## src/rtl/tdc_uart_pkg.sv

```systemverilog
// Shared types, defaults and helpers for the TDC UART transmit/receive blocks.
package tdc_uart_pkg;

    typedef enum logic [2:0] {
        ST_IDLE   = 3'd0,
        ST_START  = 3'd1,
        ST_DATA   = 3'd2,
        ST_PARITY = 3'd3,
        ST_STOP   = 3'd4
    } uart_tx_state_e;

    localparam int unsigned UART_CLKS_PER_BIT = 16;
    localparam int unsigned UART_DATA_BITS    = 8;

    // Even parity over the low nbits of data (XOR of the transmitted data bits).
    function automatic logic even_parity(input logic [7:0] data, input int nbits);
        logic p;
        p = 1'b0;
        for (int i = 0; i < 8; i++) begin
            if (i < nbits) p = p ^ data[i];
        end
        return p;
    endfunction

endpackage

```

## src/rtl/uart_baud_gen.sv

```systemverilog
// Bit-period timer: counts 0..CLKS_PER_BIT-1 while enabled and flags the last cycle of each bit.
module uart_baud_gen
    import tdc_uart_pkg::*;
#(
    parameter int unsigned CLKS_PER_BIT = UART_CLKS_PER_BIT
) (
    input  logic clk,
    input  logic reset,
    input  logic clear_i,
    input  logic enable_i,
    output logic bit_tick_o
);

    localparam int unsigned CW = (CLKS_PER_BIT > 1) ? $clog2(CLKS_PER_BIT) : 1;
    localparam logic [CW-1:0] LAST = CW'(CLKS_PER_BIT - 1);

    logic [CW-1:0] cnt_q, cnt_d;

    always_comb begin
        cnt_d = cnt_q;
        if (clear_i) begin
            cnt_d = '0;
        end else if (enable_i) begin
            cnt_d = (cnt_q == LAST) ? '0 : cnt_q + 1'b1;
        end
    end

    // NOTE: sequential state is only ever updated with non-blocking assignments.
    always_ff @(posedge clk) begin
        if (reset) cnt_q <= '0;
        else       cnt_q <= cnt_d;
    end

    assign bit_tick_o = enable_i && !clear_i && (cnt_q == LAST);

endmodule

```

## src/rtl/tdc_uart_tx.sv

```systemverilog
// UART transmitter: one-entry holding register, start/data/parity/stop framing, registered tx line.
module tdc_uart_tx
    import tdc_uart_pkg::*;
#(
    parameter int unsigned CLKS_PER_BIT = UART_CLKS_PER_BIT,
    parameter int unsigned DATA_BITS    = UART_DATA_BITS,
    parameter int unsigned PARITY_EN    = 0,
    parameter int unsigned STOP_BITS    = 1
) (
    input  logic       clk,
    input  logic       reset,
    input  logic [7:0] tx_data,
    input  logic       tx_valid,
    output logic       tx_ready,
    output logic       tx,
    output logic       busy,
    output logic       frame_done
);

    generate
        if (CLKS_PER_BIT < 2 || DATA_BITS < 5 || DATA_BITS > 8 ||
            PARITY_EN > 1 || STOP_BITS < 1 || STOP_BITS > 2) begin : g_bad_params
            $error("tdc_uart_tx: illegal parameter combination");
        end
    endgenerate

    localparam logic [2:0] DATA_LAST = 3'(DATA_BITS - 1);
    localparam logic [2:0] STOP_LAST = 3'(STOP_BITS - 1);

    uart_tx_state_e state_q, state_d;
    logic [7:0]     hold_q, hold_d;
    logic           hold_full_q, hold_full_d;
    logic [7:0]     shift_q, shift_d;
    logic           parity_q, parity_d;
    logic [2:0]     bit_cnt_q, bit_cnt_d;
    logic           tx_q, tx_d;

    logic bit_tick;
    logic accept;
    logic load;
    logic frame_done_c;

    uart_baud_gen #(
        .CLKS_PER_BIT(CLKS_PER_BIT)
    ) u_baud (
        .clk       (clk),
        .reset     (reset),
        .clear_i   (state_q == ST_IDLE),
        .enable_i  (state_q != ST_IDLE),
        .bit_tick_o(bit_tick)
    );

    assign accept = tx_valid && !hold_full_q;

    always_comb begin
        // NOTE: every combinational output gets a default first so no latch is inferred.
        state_d      = state_q;
        shift_d      = shift_q;
        parity_d     = parity_q;
        bit_cnt_d    = bit_cnt_q;
        tx_d         = tx_q;
        load         = 1'b0;
        frame_done_c = 1'b0;

        case (state_q)
            ST_IDLE: begin
                tx_d = 1'b1;
                if (hold_full_q) load = 1'b1;
            end
            ST_START: begin
                if (bit_tick) begin
                    state_d   = ST_DATA;
                    tx_d      = shift_q[0];
                    bit_cnt_d = 3'd0;
                end
            end
            ST_DATA: begin
                if (bit_tick) begin
                    if (bit_cnt_q == DATA_LAST) begin
                        bit_cnt_d = 3'd0;
                        if (PARITY_EN != 0) begin
                            state_d = ST_PARITY;
                            tx_d    = parity_q;
                        end else begin
                            state_d = ST_STOP;
                            tx_d    = 1'b1;
                        end
                    end else begin
                        shift_d   = {1'b0, shift_q[7:1]};
                        tx_d      = shift_q[1];
                        bit_cnt_d = bit_cnt_q + 3'd1;
                    end
                end
            end
            ST_PARITY: begin
                if (bit_tick) begin
                    state_d   = ST_STOP;
                    tx_d      = 1'b1;
                    bit_cnt_d = 3'd0;
                end
            end
            ST_STOP: begin
                if (bit_tick) begin
                    if (bit_cnt_q == STOP_LAST) begin
                        frame_done_c = 1'b1;
                        if (hold_full_q) begin
                            load = 1'b1;
                        end else begin
                            state_d = ST_IDLE;
                            tx_d    = 1'b1;
                        end
                    end else begin
                        bit_cnt_d = bit_cnt_q + 3'd1;
                    end
                end
            end
            default: begin
                state_d = ST_IDLE;
                tx_d    = 1'b1;
            end
        endcase

        // Reload from hold: shared by the idle start and the gapless back-to-back start.
        if (load) begin
            state_d   = ST_START;
            shift_d   = hold_q;
            parity_d  = even_parity(hold_q, int'(DATA_BITS));
            bit_cnt_d = 3'd0;
            tx_d      = 1'b0;
        end
    end

    // A new byte entering hold wins over the reload that empties it.
    always_comb begin
        hold_d      = accept ? tx_data : hold_q;
        hold_full_d = hold_full_q;
        if (accept)    hold_full_d = 1'b1;
        else if (load) hold_full_d = 1'b0;
    end

    always_ff @(posedge clk) begin
        if (reset) begin
            state_q     <= ST_IDLE;
            hold_q      <= 8'h00;
            hold_full_q <= 1'b0;
            shift_q     <= 8'h00;
            parity_q    <= 1'b0;
            bit_cnt_q   <= 3'd0;
            tx_q        <= 1'b1;
        end else begin
            state_q     <= state_d;
            hold_q      <= hold_d;
            hold_full_q <= hold_full_d;
            shift_q     <= shift_d;
            parity_q    <= parity_d;
            bit_cnt_q   <= bit_cnt_d;
            tx_q        <= tx_d;
        end
    end

    assign tx_ready   = !hold_full_q;
    assign tx         = tx_q;
    assign busy       = (state_q != ST_IDLE);
    assign frame_done = frame_done_c;

endmodule
```

## config.mk

```make
export PLATFORM = sky130hd
export DESIGN_NAME = tdc_uart_tx
export DESIGN_NICKNAME = d
export VERILOG_FILES = /design/src/rtl/tdc_uart_pkg.sv /design/src/rtl/uart_baud_gen.sv /design/src/rtl/tdc_uart_tx.sv
export SDC_FILE = /design/constraint.sdc
export NUM_CORES = 1
export LEC_CHECK = 0
export ABC_CLOCK_PERIOD_IN_PS = 1900
export CAP_MARGIN = 20
export CORE_MARGIN = 4
export CORE_UTILIZATION = 54
export DETAILED_ROUTE_END_ITERATION = 16
export GPL_TIMING_DRIVEN = 0
export PLACE_DENSITY = 0.77
export SETUP_SLACK_MARGIN = 0.4
export SLEW_MARGIN = 20
export SYNTH_ARGS = -nofsm -noshare
export SYNTH_HDL_FRONTEND = slang
export SYNTH_SLANG_ARGS = --single-unit
```

## constraint.sdc

```tcl
create_clock -name clk -period 1.9 [get_ports clk]
set_clock_uncertainty 0.05 [all_clocks]
set_input_delay 0.475 -clock clk [delete_from_list [all_inputs] [get_ports clk]]
set_output_delay 0.475 -clock clk [all_outputs]
set_load 0.01 [all_outputs]
```

==> Word level (Yosys, flattened, before mapping) <==
Index checks and enable logic that the tools add are counted.
Widths: inputs -> output; s select.
{ "totals": {"ff_bits": 28, "latch_bits": 0, "ramBits": 0, "rom_bits": 0, "input_bits": 11, "out_inout_bits": 4, "elab_cells": 93, "memories": 0} }
{ "classes": {"addsub": 2, "n_mul": 0, "div_mod_pow": 0, "n_lt_le_gt_ge": 0, "n_eq_ne": 24, "shift": 0, "mux": 38, "bitwise": 1, "reduce_logical": 20} }
{ "ops": {"columns": ["op", "n"], "rows": [
  ["$mux 3", 12],
  ["$mux 8", 4],
  ["$ne 3x3->1 const B", 7],
  ["$ne 2x2->1 const B", 10],
  ["$mux 1", 17],
  ["$reduce_and 8->1", 2],
  ["$pmux 3 s5", 1],
  ["$pmux 3 s3", 1],
  ["$eq 3x2->1 const B", 2],
  ["$eq 3x3->1 const B", 2],
  ["$logic_not 3->1", 2],
  ["$reduce_and 6->1", 1],
  ["$reduce_bool 2->1", 3],
  ["$reduce_bool 3->1", 2],
  ["$reduce_or 2->1", 3],
  ["$reduce_and 5->1", 1],
  ["$add 4x1->4 const B", 1],
  ["$eq 4x4->1 const B", 1],
  ["$mux 4", 1],
  ["$pmux 1 s4", 1],
  ["$add 3x1->3 const B", 1],
  ["$eq 3x1->1 const B", 1],
  ["$logic_and 1x1->1", 3],
  ["$reduce_and 3->1", 1],
  ["4 further kinds", 5]
]} }

==> Longest topological paths before layout <==
Gate-level depths: netlist (run 1).
{ "depth": {"word_depth": 8, "mapped_depth": 7, "depth_no_buf": 6} }

==> Cells and area by module <==
Synthesis (run 1) repeated with hierarchy kept, for this count alone.
{ "unflattened": {"cells_unflattened": 148, "hier_area_um2": 1343.8} }
{ "by_module_without_submodules": {"columns": ["mod", "n_inst", "cells_each", "area_each_um2", "seq_area_each_um2"], "rows": [
  ["tdc_uart_tx", 1, 129, 1162.4, 480.5],
  ["uart_baud_gen", 1, 19, 181.4, 80.1]
]} }

==> Least setup slack after synthesis (run 1) <==
Ideal clock, no wire load.
{ "synth_timing": {"kind": "register to register", "from": "reg bit_cnt_q[0]", "to": "reg shift_q[0]", "setup_time_ps": 88, "arrival_ps": 1460, "required_time_ps": 1762, "slack_ps": 301, "stages_incl_launch_ff": 8, "n_path_buf": 1, "period_less_slack_ps": 1599, "cell_sequence": "dfxtp_1 ha_1 ha_1 nor4b_4 and2_1 buf_4 nand2_1 a311oi_2"} }
{ "synth_via": {"elab_chain_cells": 6, "elab_cells_between_ends": 10, "cone_classes": "eq/ne: 2; mux: 4; reduce/logical: 4"} }
{ "synth_lines": {"columns": ["element", "line_no", "text"], "rows": [
  ["start, declared", "tdc_uart_tx.sv:35", "logic [2:0] bit_cnt_q, bit_cnt_d;"],
  ["start signal, assigned", "tdc_uart_tx.sv:156", "bit_cnt_q <= bit_cnt_d;"],
  ["$logic_not 3->1", "tdc_uart_tx.sv:104", "if (bit_cnt_q == STOP_LAST) begin"],
  ["$mux 1", "tdc_uart_tx.sv:104", null],
  ["$mux 1", "tdc_uart_tx.sv:103", "if (bit_tick) begin"],
  ["$pmux 1 s2", "tdc_uart_tx.sv:65", "case (state_q)"],
  ["$ne 2x2->1 (no source line) or $reduce_bool 2->1 (tied branches)", null, null],
  ["$reduce_and 3->1 (no source line)", null, null],
  ["end signal, assigned", "tdc_uart_tx.sv:154", "shift_q <= shift_d;"],
  ["end, declared", "tdc_uart_tx.sv:33", "logic [7:0] shift_q, shift_d;"]
]} }
Parallel ways exist; a longest one is shown, timed or not.
A chain may end at the register's enable or synchronous reset.

==> Worst setup path after layout (run 1) <==
{ "layout_timing": {"from": "reg bit_cnt_q[0]", "to": "out frame_done"} }
{ "layout_via": {"elab_chain_cells": 4} }
{ "layout_lines": {"columns": ["element", "line_no", "text"], "rows": [
  ["$logic_not 3->1", "tdc_uart_tx.sv:104", null],
  ["$mux 1", "tdc_uart_tx.sv:104", null],
  ["$mux 1", "tdc_uart_tx.sv:103", null],
  ["$mux 1", "tdc_uart_tx.sv:65", null],
  ["end, declared", "tdc_uart_tx.sv:17", "output logic frame_done"]
]} }
No other way between the ends.

==> results of run 1 <==
==> power groups by stage <==
stage	Sequential, mW	Combinational (mW)	Clock, mW
global route	0.640	0.235	0.316
CTS	0.635	0.189	0.295
global placement	0.650	0.158	0
finish	0.638	0.217	0.296
floorplan	0.646	0.109	0
detailed placement	0.651	0.165	0
==> routing by layer <==
metal	vias up	global-route usage, %	part of all wire [%]
met5	-	0	0
met4	0	10.93	3.1
met3	14	3.070	5.8
met2	52	35.57	49
met1	617	27.79	42
li1	614	-	-
==> logic make-up after synthesis <==
logic type,synth area share [%]
fa+ha+maj,3.646
xor+xnor,1.276
simple gates,25.71
mux,5.105
compound gates,17.05
buf+inv,6.381
flops,40.84
==> final cells by class <==
cell class	count	area (um^2)
buffer	9	85.08
inverter	5	18.77
fill	157	521.8
timing repair buffer	32	295.3
multi-input combinational	112	885.9
tap	30	37.54
clock buffer	4	36.28
sequential	28	574.3
==> sequential cells by signal (all words and copies together) (netlist names) <==
name,count
bit_cnt_q,3
hold_full_q,1
shift_q,8
hold_q,8
tx,1
state_q,3
u_baud.cnt_q,4
==> cells in the mapped netlist, drive strengths merged <==
cell type  number  area [um^2]
dfxtp          28        560.5
nand2          19        71.32
nor2           19        71.32
a21oi          11        66.32
o21ai           8        43.79
buf             7        61.30
mux2i           7        70.07
nand3           6        30.03
inv             5        18.77
a311oi          4        41.29
ha              4        50.05
nor2b           4        25.02
nor3            3        15.01
a21o            2        15.01
a31oi           2        12.51
and3            2        12.51
clkbuf          2        7.510
nand4           2        12.51
nor4b           2        47.55
or3             2        12.51
a211oi          1        7.510
a22oi           1        7.510
and2            1        6.260
and4b           1        10.01
and4bb          1        12.51
nand2b          1        6.260
nand4b          1        8.760
o211a           1        10.01
o211ai          1        7.510
o21a            1        7.510
o21bai          1        7.510
o31ai           1        7.510
or3b            1        11.26
xnor2           1        8.760
xor2            1        8.760
==> what timing repair did <==
item,CTS,global route
hold buffers,0,0
gates resized for setup,40,25
pin swaps,11,22
setup endpoints to repair,26,20
gates cloned,1,0
setup buffers,12,5
==> tightest hold or removal path, delay by kind of cell, from the launching register on <==
family	cells	cell delay [ns]
DFF	1	0.34
and+or+nand+nor	1	0.07
AOI/OAI and AO/OA	1	0.05
==> final timing paths <==
| path | from | to | cells past startpoint |
|---|---|---|---|
| max | bit_cnt_q[0] | frame_done | 6 |
| min | hold_q[7] | shift_q[7] | 2 |
| max reg2reg | u_baud.cnt_q[1] | shift_q[4] | 8 |
| min reg2reg | hold_q[7] | shift_q[7] | 2 |
==> layout by cell type, fill, tap and decap left out, types with 2 or more instances in the layout <==
cell type,instances
sky130_fd_sc_hd__ha_4,2
sky130_fd_sc_hd__clkbuf_2,2
sky130_fd_sc_hd__nand2_1,16
sky130_fd_sc_hd__nor2_1,18
sky130_fd_sc_hd__nand3_2,5
sky130_fd_sc_hd__dfxtp_1,19
sky130_fd_sc_hd__mux2i_1,7
sky130_fd_sc_hd__a311oi_1,2
sky130_fd_sc_hd__inv_1,5
sky130_fd_sc_hd__nand2_2,2
sky130_fd_sc_hd__ha_2,2
sky130_fd_sc_hd__nor2b_1,3
sky130_fd_sc_hd__a21oi_1,4
sky130_fd_sc_hd__a311oi_2,2
sky130_fd_sc_hd__a31oi_1,2
sky130_fd_sc_hd__nor4b_4,2
sky130_fd_sc_hd__nor3_1,3
sky130_fd_sc_hd__o21ai_2,2
sky130_fd_sc_hd__a21oi_4,2
sky130_fd_sc_hd__clkdlybuf4s50_1,10
sky130_fd_sc_hd__buf_6,14
sky130_fd_sc_hd__clkbuf_4,4
sky130_fd_sc_hd__a21oi_2,5
sky130_fd_sc_hd__buf_4,12
sky130_fd_sc_hd__a21o_1,2
sky130_fd_sc_hd__nand4_1,2
sky130_fd_sc_hd__o21ai_0,3
sky130_fd_sc_hd__dfxtp_2,8
sky130_fd_sc_hd__o21ai_1,2
==> out/qor.txt, run 1 <==
OUTCOME
---------------------------------------------------------------------------
Run status ................................................... finished, violations left
Failing checks ............................................... setup timing

CLOCKING
---------------------------------------------------------------------------
Level count of the clock H-tree ..............................            1
CTS tree .....................................................        built
Clock Root Buffer ............................................ sky130_fd_sc_hd__clkbuf_4
CTS clock-pin slew for the worst setup and hold paths ........      0.15 ns
Worst-skew pair later-pin latency ............................      0.33 ns
CTS sink count ...............................................           28
Maximum root-to-sink buffer count ............................            2
Clock buffers created by TritonCTS ...........................            3

STA
---------------------------------------------------------------------------
Smallest hold slack ..........................................    0.4370 ns
Max Fclk .....................................................    509.1 MHz
Setup TNS Final ..............................................  -0.06437 ns
Max-slew violation count .....................................            0
Worst slew margin relative to its limit ......................       77.10%
RSZ-0062 raised after global routing .........................         true
Count of endpoints failing hold in the final timing report ...            0
Final setup fails ............................................            1
Clock period minus final worst setup slack ...................     1.964 ns
Period utilization ...........................................       103.4%
Transition at the pin with the smallest max-transition slack .    0.3420 ns
PnR worst setup slack ........................................  -0.06437 ns

PLACEMENT
---------------------------------------------------------------------------
HPWL after detailed placement ................................      2238 um
Area post-placement ..........................................    1604 um^2
Cell count after placement ...................................          198
Placer's final routability congestion estimate ...............       0.8005
Buffers added on ports .......................................           14
DP Worst Slack ...............................................   -0.1809 ns

SYNTH
---------------------------------------------------------------------------
Sequential element share of the synthesized area .............       40.84%
Synth Instances ..............................................          154
Count of warnings emitted by yosys ...........................            0
Post-synthesis instance area .................................    1373 um^2
Number of synthesized register bits ..........................           28
Synth Net Count ..............................................          169
Distinct cell type count of the synthesized netlist ..........           40
Mapped Avg Cell Area .........................................   8.913 um^2

ROUTING
---------------------------------------------------------------------------
First-pass iteration count of the detailed router ............            4
Iteration-0 DRC Markers ......................................           33
Via count of the routed design ...............................         1297
Detailed-route DRC error count ...............................            0
Post-detailed-route count of antenna-violating nets ..........            0
Avg Vias per Cell ............................................        5.895
DRT Wirelength ...............................................      3684 um
Average detailed-routed wire length per instance .............     16.75 um

LAYOUT
---------------------------------------------------------------------------
Area added between synthesis and finish ......................       40.84%
Final Non-Filler Cells .......................................          220
Fraction of layout instances using a drive strength above 1 ..       41.58%
Number of antenna diodes .....................................            0
Utilization of the core after routing ........................       78.75%
Post-route standard cell area excluding fillers ..............    1933 um^2
Number of nets at the end of the flow ........................          206

PWR
---------------------------------------------------------------------------
Worst VDD drop ...............................................  0.0005712 V
Net switching power ..........................................    0.3044 mW
Total power per unit cell area ............................... 595.2 nW/um^2
Sequential power share .......................................        55.4%
Power Total ..................................................     1.151 mW
Part of the power in combinational logic .....................        18.8%
Sw Ratio .....................................................       26.46%
Clock power frac .............................................        25.8%
Power Internal ...............................................    0.8462 mW
Cell leakage power ...........................................    0.7415 nW

GLOBAL ROUTE
---------------------------------------------------------------------------
Grt total ovfl ...............................................            0
Wire length of the first global-routing pass .................      5685 um
Vias in the first global route ...............................         1271
Antenna violations before repair .............................            0
Global-route total usage across every layer ..................       21.72%
Pin count of the biggest net entering global routing .........           16

DIE
---------------------------------------------------------------------------
Floorplan core area ..........................................    2455 um^2
DIE AREA .....................................................    3412 um^2
Number of rows in the core area ..............................           18
Floorplan die height .........................................     58.42 um
Width of the chip ............................................     58.42 um
Number of I/O pins ...........................................           15
Initial standard-cell utilization of the core ................       55.91%

CRITICAL PATH
---------------------------------------------------------------------------
Required time at the worst-slack endpoint ....................      1.37 ns
Setup Crit Path Kind ......................................... flip-flop to output port
Cell family with most CP delay ...............................   flip-flops
Cells along the critical path ................................ inv_1 > ha_2 > nor2b_4 > nand2_2 > nor2_4 > buf_6
CP Capture Type ..............................................  output port
Setup slack, reg-to-reg ......................................      0.14 ns
Critical path buffer and inverter count ......................            2
CP max-delay cell ............................................ sky130_fd_sc_hd__dfxtp_2
Setup crit start kind ........................................    flip-flop
Largest fanout on the critical path ..........................            3
Data arrival time of the critical path .......................      1.44 ns
Maximum cell stage delay along the critical path .............      0.36 ns

WORST HOLD PATH
---------------------------------------------------------------------------
Class of the tightest hold or removal check .................. flip-flop to flip-flop

JOB
---------------------------------------------------------------------------
Maximum Capacitance Violations ...............................            0

Power figures use the tool's default switching activity.
==> run 2: changes to the inputs <==
--- a/config.mk
+++ b/config.mk
@@ -8,10 +8,11 @@
 export ABC_CLOCK_PERIOD_IN_PS = 1900
 export CAP_MARGIN = 20
 export CORE_MARGIN = 4
-export CORE_UTILIZATION = 54
+export CORE_UTILIZATION = 60
 export DETAILED_ROUTE_END_ITERATION = 16
+export DONT_BUFFER_PORTS = 1
 export GPL_TIMING_DRIVEN = 0
-export PLACE_DENSITY = 0.77
+export PLACE_DENSITY = 0.76
 export SETUP_SLACK_MARGIN = 0.4
 export SLEW_MARGIN = 20
 export SYNTH_ARGS = -nofsm -noshare
==> run 2 against run 1 <==
- the flow now finishes without violations
- wire length is 1.8% higher
- count of clock-buffer cells in the layout is 1 lower
- sequential cell count stayed put
- largest cell class unchanged
==> out/qor.txt, run 2 (synthesized netlist as in run 1, its figures left out) <==
CRITICAL PATH
---------------------------------------------------------------------------
Critical path destination ....................................   frame_done
Setup slack, reg-to-reg ......................................      0.18 ns
Data arrival time of the critical path .......................      1.37 ns
Worst reg2reg path depth .....................................            8
Startpoint of the worst-slack reg-to-reg timing path ......... bit_cnt_q[0]
Required time at the worst-slack endpoint ....................      1.37 ns
Setup Crit Path Kind ......................................... flip-flop to output port
Setup crit start kind ........................................    flip-flop
CP Capture Type ..............................................  output port
Crit path from ...............................................   state_q[1]
Largest fanout on the critical path ..........................            3
End of the worst register-to-register path ...................   shift_q[4]

STA
---------------------------------------------------------------------------
Period utilization ...........................................       99.50%
Max Fclk .....................................................    529.0 MHz
Clock period minus final worst setup slack ...................     1.890 ns
Setup TNS Final ..............................................         0 ns
RSZ-0062 raised after global routing .........................         true
Count of endpoints failing hold in the final timing report ...            0
PnR worst setup slack ........................................  0.009517 ns
Max-slew violation count .....................................            0
Final setup fails ............................................            0
Smallest hold slack ..........................................    0.1832 ns
Transition at the pin with the smallest max-transition slack .    0.5575 ns
Worst slew margin relative to its limit ......................       62.83%

CLOCKING
---------------------------------------------------------------------------
Level count of the clock H-tree ..............................            1
CTS clock-pin slew for the worst setup and hold paths ........      0.16 ns
Clock buffers created by TritonCTS ...........................            3
Worst-skew pair later-pin latency ............................      0.35 ns
Total of hold buffers inserted after clock tree synthesis ....            0
Clock Root Buffer ............................................ sky130_fd_sc_hd__clkbuf_4
CTS tree .....................................................        built
CTS sink count ...............................................           28
Maximum root-to-sink buffer count ............................            2

LAYOUT
---------------------------------------------------------------------------
Commonest non-fill, non-tap cells in the layout .............. sky130_fd_sc_hd__dfxtp_1, sky130_fd_sc_hd__nor2_1, sky130_fd_sc_hd__buf_6, sky130_fd_sc_hd__buf_4, sky130_fd_sc_hd__nand2_1
Number of antenna diodes .....................................            0
Commonest non-fill, non-tap cell in the layout ............... sky130_fd_sc_hd__dfxtp_1
Area added between synthesis and finish ......................       38.56%
Fraction of layout instances using a drive strength above 1 ..       45.60%
Number of nets at the end of the flow ........................          198
Post-route standard cell area excluding fillers ..............    1902 um^2
Largest regs ................................................. hold_q: 8 flops, shift_q: 8 flops, u_baud.cnt_q: 4 flops

DIE
---------------------------------------------------------------------------
DIE AREA .....................................................    3117 um^2
Floorplan core area ..........................................    2191 um^2
Width of the chip ............................................     55.83 um
Number of rows in the core area ..............................           17
Initial standard-cell utilization of the core ................       62.65%
Floorplan die height .........................................     55.83 um
Number of I/O pins ...........................................           15

JOB
---------------------------------------------------------------------------
Maximum Capacitance Violations ...............................            0

PWR
---------------------------------------------------------------------------
Sw Ratio .....................................................       25.44%
Net switching power ..........................................    0.3132 mW
Sequential power share .......................................        52.1%
Part of the power in combinational logic .....................        15.3%
Total power per unit cell area ............................... 647.4 nW/um^2
Power Internal ...............................................    0.9181 mW
Cell leakage power ...........................................    0.7433 nW
Clock power frac .............................................        32.6%
Worst VDD drop ...............................................  0.0007229 V

WORST HOLD PATH
---------------------------------------------------------------------------
Number of instances on the worst hold path ...................            2
Class of the tightest hold or removal check .................. primary input to flip-flop

ROUTING
---------------------------------------------------------------------------
DRT Wirelength ...............................................      3750 um
First-pass iteration count of the detailed router ............            4
Detailed-route DRC error count ...............................            0
Avg Vias per Cell ............................................        6.086
Post-detailed-route count of antenna-violating nets ..........            0
Average detailed-routed wire length per instance .............     17.86 um
Iteration-0 DRC Markers ......................................           72
Via count of the routed design ...............................         1278

GLOBAL ROUTE
---------------------------------------------------------------------------
Pin count of the biggest net entering global routing .........           17
Antenna violations before repair .............................            0
Vias in the first global route ...............................         1173
Global-route total usage across every layer ..................       21.66%
Wire length of the first global-routing pass .................      5437 um
Grt total ovfl ...............................................            0

PLACEMENT
---------------------------------------------------------------------------
Buffers added on ports .......................................            0
HPWL after detailed placement ................................      1899 um
Area post-placement ..........................................    1461 um^2
Placer's final routability congestion estimate ...............       0.8816
DP Worst Slack ...............................................    0.2671 ns

OUTCOME
---------------------------------------------------------------------------
Run status ................................................... finished, final reports clean

[run 2: final cells by class]
type / instances / area [um^2]
repair buffers: 24 / 214.0
plain buffers: 9 / 80.08
clock buffers: 3 / 22.52
well taps: 28 / 35.03
clock inverters: 1 / 30.03
flip-flops and latches: 28 / 571.8
inverters: 5 / 18.77
fillers: 118 / 289.0
multi-input cells: 112 / 929.6
[run 2: how the worst min path moves through the flow]
stage	start	endpoint	slack, ns
final	tx_data[3]	hold_q[3]	0.18
after global routing	tx_data[3]	hold_q[3]	0.19
after CTS	tx_data[3]	hold_q[3]	0.20
after detailed placement	u_baud.cnt_q[0]	u_baud.cnt_q[0]	0.39
after global placement	u_baud.cnt_q[0]	u_baud.cnt_q[0]	0.39
after floorplan	u_baud.cnt_q[0]	u_baud.cnt_q[0]	0.38
[run 2: metrics by stage]
| stage | util [%] | power, mW | std cells |
|---|---|---|---|
| after floorplan | - | 0.7545 | 154 |
| after global placement | 66.70 | 0.7775 | 182 |
| after detailed placement | 66.70 | 0.7794 | 182 |
| after CTS | 78.76 | 1.193 | 204 |
| after global routing | 86.81 | 1.278 | 210 |
| final | 86.81 | 1.231 | 210 |
[run 2: power groups by stage]
stage / Combinational [mW] / Sequential, mW / Clock (mW)
after floorplan: 0.109 / 0.646 / 0
after global placement: 0.128 / 0.650 / 0
after detailed placement: 0.129 / 0.650 / 0
after CTS: 0.156 / 0.637 / 0.399
after global routing: 0.203 / 0.645 / 0.430
final: 0.188 / 0.641 / 0.402
[run 2: worst max-delay path: stages (launching register included)]
cell                      delay [ns]
sky130_fd_sc_hd__dfxtp_2        0.37
sky130_fd_sc_hd__buf_6          0.12
sky130_fd_sc_hd__or3b_4         0.41
sky130_fd_sc_hd__nor2_4         0.12
[run 2: per-layer routing]
| layer | track usage [%] | vias up | share of wire (%) |
|---|---|---|---|
| met2 | 36.32 | 44 | 53 |
| li1 | - | 601 | - |
| met1 | 27.18 | 622 | 41 |
| met4 | 9.831 | 0 | 2.5 |
| met3 | 3.480 | 11 | 3.5 |
| met5 | 0 | - | 0 |
[run 2: timing repair]
item,4_1_cts,5_1_grt
pin swaps,20,20
gates cloned,1,0
resized for setup,26,30
setup endpoints to repair,15,18
setup buffers,17,6
==> run 3: changes to the inputs <==
--- a/config.mk
+++ b/config.mk
@@ -6,13 +6,13 @@
 export NUM_CORES = 1
 export LEC_CHECK = 0
 export ABC_CLOCK_PERIOD_IN_PS = 1900
-export CAP_MARGIN = 20
+export CAP_MARGIN = 0
 export CORE_MARGIN = 4
 export CORE_UTILIZATION = 60
 export DETAILED_ROUTE_END_ITERATION = 16
 export DONT_BUFFER_PORTS = 1
 export GPL_TIMING_DRIVEN = 0
-export PLACE_DENSITY = 0.76
+export PLACE_DENSITY = 0.78
 export SETUP_SLACK_MARGIN = 0.4
 export SLEW_MARGIN = 20
 export SYNTH_ARGS = -nofsm -noshare
==> run 3 against run 2 <==
- utilization increased by 3.4 points
- power is 2.9% higher
- count of clock-buffer cells in the layout unchanged
- via count increased by 6.2%
- worst setup slack gained 0.012 ns
- worst hold slack better by 0.022 ns
- cell count is the same
- register-to-register slack worse by 0.16 ns
- non-clock buffer count is the same
- clock power about the same
- wire length up 23%
- sequential cell count unchanged
- critical path type is now flip-flop to flip-flop
- largest power group unchanged
==> out/qor.txt, run 3 (synthesized netlist as in run 1, its figures left out) <==
CLOCKING
---------------------------------------------------------------------------
CTS sink count ...............................................           28
Worst-skew pair later-pin latency ............................      0.34 ns
CTS clock-pin slew for the worst setup and hold paths ........      0.16 ns
Total of hold buffers inserted after clock tree synthesis ....            0
Clock buffers created by TritonCTS ...........................            3
Clock Root Buffer ............................................ sky130_fd_sc_hd__clkbuf_4
Maximum root-to-sink buffer count ............................            2
Level count of the clock H-tree ..............................            1
CTS tree .....................................................        built

LAYOUT
---------------------------------------------------------------------------
Largest regs ................................................. hold_q: 8 flops, shift_q: 8 flops, u_baud.cnt_q: 4 flops
Area added between synthesis and finish ......................       44.03%
Utilization of the core after routing ........................       90.23%
Commonest non-fill, non-tap cells in the layout .............. sky130_fd_sc_hd__dfxtp_1, sky130_fd_sc_hd__buf_6, sky130_fd_sc_hd__nand2_1
Final Non-Filler Cells .......................................          210
Number of antenna diodes .....................................            0
Fraction of layout instances using a drive strength above 1 ..       51.65%
Commonest non-fill, non-tap cell in the layout ............... sky130_fd_sc_hd__dfxtp_1
Number of nets at the end of the flow ........................          198
Post-route standard cell area excluding fillers ..............    1977 um^2
Total of fill cells in the finished design ...................           96

ROUTING
---------------------------------------------------------------------------
Iteration-0 DRC Markers ......................................           72
Average detailed-routed wire length per instance .............     21.90 um
Avg Vias per Cell ............................................        6.462
Post-detailed-route count of antenna-violating nets ..........            0
DRT Wirelength ...............................................      4600 um
Detailed-route DRC error count ...............................            0
Via count of the routed design ...............................         1357
First-pass iteration count of the detailed router ............            4

CRITICAL PATH
---------------------------------------------------------------------------
Setup slack, reg-to-reg ......................................      0.02 ns
Setup Crit Path Kind ......................................... flip-flop to flip-flop
Startpoint of the worst-slack reg-to-reg timing path ......... u_baud.cnt_q[0]
Cell family with most CP delay ............................... compound AO/OA/AOI/OAI gates
CP Capture Type ..............................................    flip-flop
Crit path from ............................................... u_baud.cnt_q[0]
CP max-delay cell ............................................ sky130_fd_sc_hd__dfxtp_4
Maximum cell stage delay along the critical path .............      0.39 ns
Setup crit start kind ........................................    flip-flop
Largest fanout on the critical path ..........................            6
Critical path destination ....................................   shift_q[6]
Worst reg2reg path depth .....................................            8
Data arrival time of the critical path .......................      2.10 ns
Required time at the worst-slack endpoint ....................      2.12 ns
Number of gates on the worst path with buffers counted .......            8
Cells along the critical path ................................ ha_4 > buf_6 > buf_6 > and4b_2 > a21oi_4 > buf_6 > nand3_2 > a31oi_1
End of the worst register-to-register path ...................   shift_q[6]
CP dominant cell by count .................................... sky130_fd_sc_hd__buf_6
Critical path buffer and inverter count ......................            3

STA
---------------------------------------------------------------------------
Smallest hold slack ..........................................    0.2055 ns
Clock period minus final worst setup slack ...................     1.879 ns
Max Fclk .....................................................    532.3 MHz
Count of endpoints failing hold in the final timing report ...            0
Max-slew violation count .....................................            0
RSZ-0062 raised after global routing .........................         true
Period utilization ...........................................       98.88%
PnR worst setup slack ........................................   0.02123 ns
Final setup fails ............................................            0
Transition at the pin with the smallest max-transition slack .    0.6352 ns
Worst slew margin relative to its limit ......................       57.65%

DIE
---------------------------------------------------------------------------
Floorplan core area ..........................................    2191 um^2
Number of rows in the core area ..............................           17
Number of I/O pins ...........................................           15
Floorplan die height .........................................     55.83 um
Initial standard-cell utilization of the core ................       62.65%
Width of the chip ............................................     55.83 um
DIE AREA .....................................................    3117 um^2

PWR
---------------------------------------------------------------------------
Sequential power share .......................................        50.9%
Total power per unit cell area ............................... 641.1 nW/um^2
Cell leakage power ...........................................    0.7286 nW
Net switching power ..........................................    0.3391 mW
Power Internal ...............................................    0.9283 mW
Sw Ratio .....................................................       26.76%
Clock power frac .............................................        31.6%
Part of the power in combinational logic .....................        17.4%
Worst VDD drop ...............................................  0.0006425 V

GLOBAL ROUTE
---------------------------------------------------------------------------
Grt total ovfl ...............................................            0
Antenna violations before repair .............................            0
Wire length of the first global-routing pass .................      5699 um
Global-route total usage across every layer ..................       23.02%
Pin count of the biggest net entering global routing .........           17
Vias in the first global route ...............................         1202

PLACEMENT
---------------------------------------------------------------------------
DP Worst Slack ...............................................    0.2256 ns
Placer's final routability congestion estimate ...............       0.9180
Cell count after placement ...................................          182
HPWL after detailed placement ................................      2156 um
Buffers added on ports .......................................            0
Area post-placement ..........................................    1461 um^2

JOB
---------------------------------------------------------------------------
Maximum Capacitance Violations ...............................            0

WORST HOLD PATH
---------------------------------------------------------------------------
Class of the tightest hold or removal check .................. primary input to flip-flop

OUTCOME
---------------------------------------------------------------------------
Run status ................................................... finished, final reports clean

==> run 3: cell counts in the layout (fill, tap and decap cells not counted) <==
Identical to the previous run, type by type.
==> run 3: per-layer routing <==
| metal | GRT usage, % | vias to the layer above | routed length (um) |
|---|---|---|---|
| met5 | 0 | - | 0 |
| met3 | 3.016 | 32 | 289 |
| met2 | 42.23 | 82 | 2337 |
| met1 | 26.65 | 647 | 1741 |
| li1 | - | 596 | - |
| met4 | 9.492 | 0 | 231 |
==> run 3: what timing repair did <==
action | CTS | global route
pin swaps | 11 | 27
resized for setup | 25 | 50
cloned | 1 | 0
endpoints found under the setup margin | 16 | 19
buffers inserted | 15 | 8
==> run 3: worst register-to-register path, stage by stage (launching register included) <==
cell and delay (ns):
sky130_fd_sc_hd__dfxtp_4 0.39, sky130_fd_sc_hd__ha_4 0.16, sky130_fd_sc_hd__buf_6 0.11, sky130_fd_sc_hd__buf_6 0.11
sky130_fd_sc_hd__and4b_2 0.26, sky130_fd_sc_hd__a21oi_4 0.31, sky130_fd_sc_hd__buf_6 0.20, sky130_fd_sc_hd__nand3_2 0.06
sky130_fd_sc_hd__a31oi_1 0.16
==> run 3: power by group through the flow <==
stage	Combinational [mW]	Sequential, mW	Clock, mW
finish	0.221	0.645	0.401
global route	0.233	0.648	0.421
CTS	0.157	0.638	0.399
detailed placement	0.133	0.651	0
global placement	0.127	0.650	0
floorplan	0.109	0.646	0
==> run 3: stage by stage <==
stage	power, mW	TNS [ns]
finish	1.267	0
global route	1.301	-0.09799
CTS	1.194	0
detailed placement	0.7843	0
global placement	0.7767	0
floorplan	0.7545	0
==> run 3: layout make-up <==
type	count	area, um^2	share of cell area [%]
clock inverter	1	30.03	1.519
sequential	28	573.1	28.99
clock buffer	3	22.52	1.139
multi-input combinational	112	992.2	50.19
buffer	9	80.08	4.051
inverter	5	18.77	0.9494
timing repair buffer	24	225.2	11.39
tap	28	35.03	1.772
==> run 3: worst min-delay path by stage <==
stage	start	end	slack (ns)	cells after the start
finish	tx_data[3]	hold_q[3]	0.21	2
global route	tx_data[3]	hold_q[3]	0.21	2
CTS	tx_valid	hold_full_q	0.21	2
detailed placement	u_baud.cnt_q[0]	u_baud.cnt_q[0]	0.40	1
global placement	u_baud.cnt_q[0]	u_baud.cnt_q[0]	0.39	1
floorplan	u_baud.cnt_q[0]	u_baud.cnt_q[0]	0.38	1
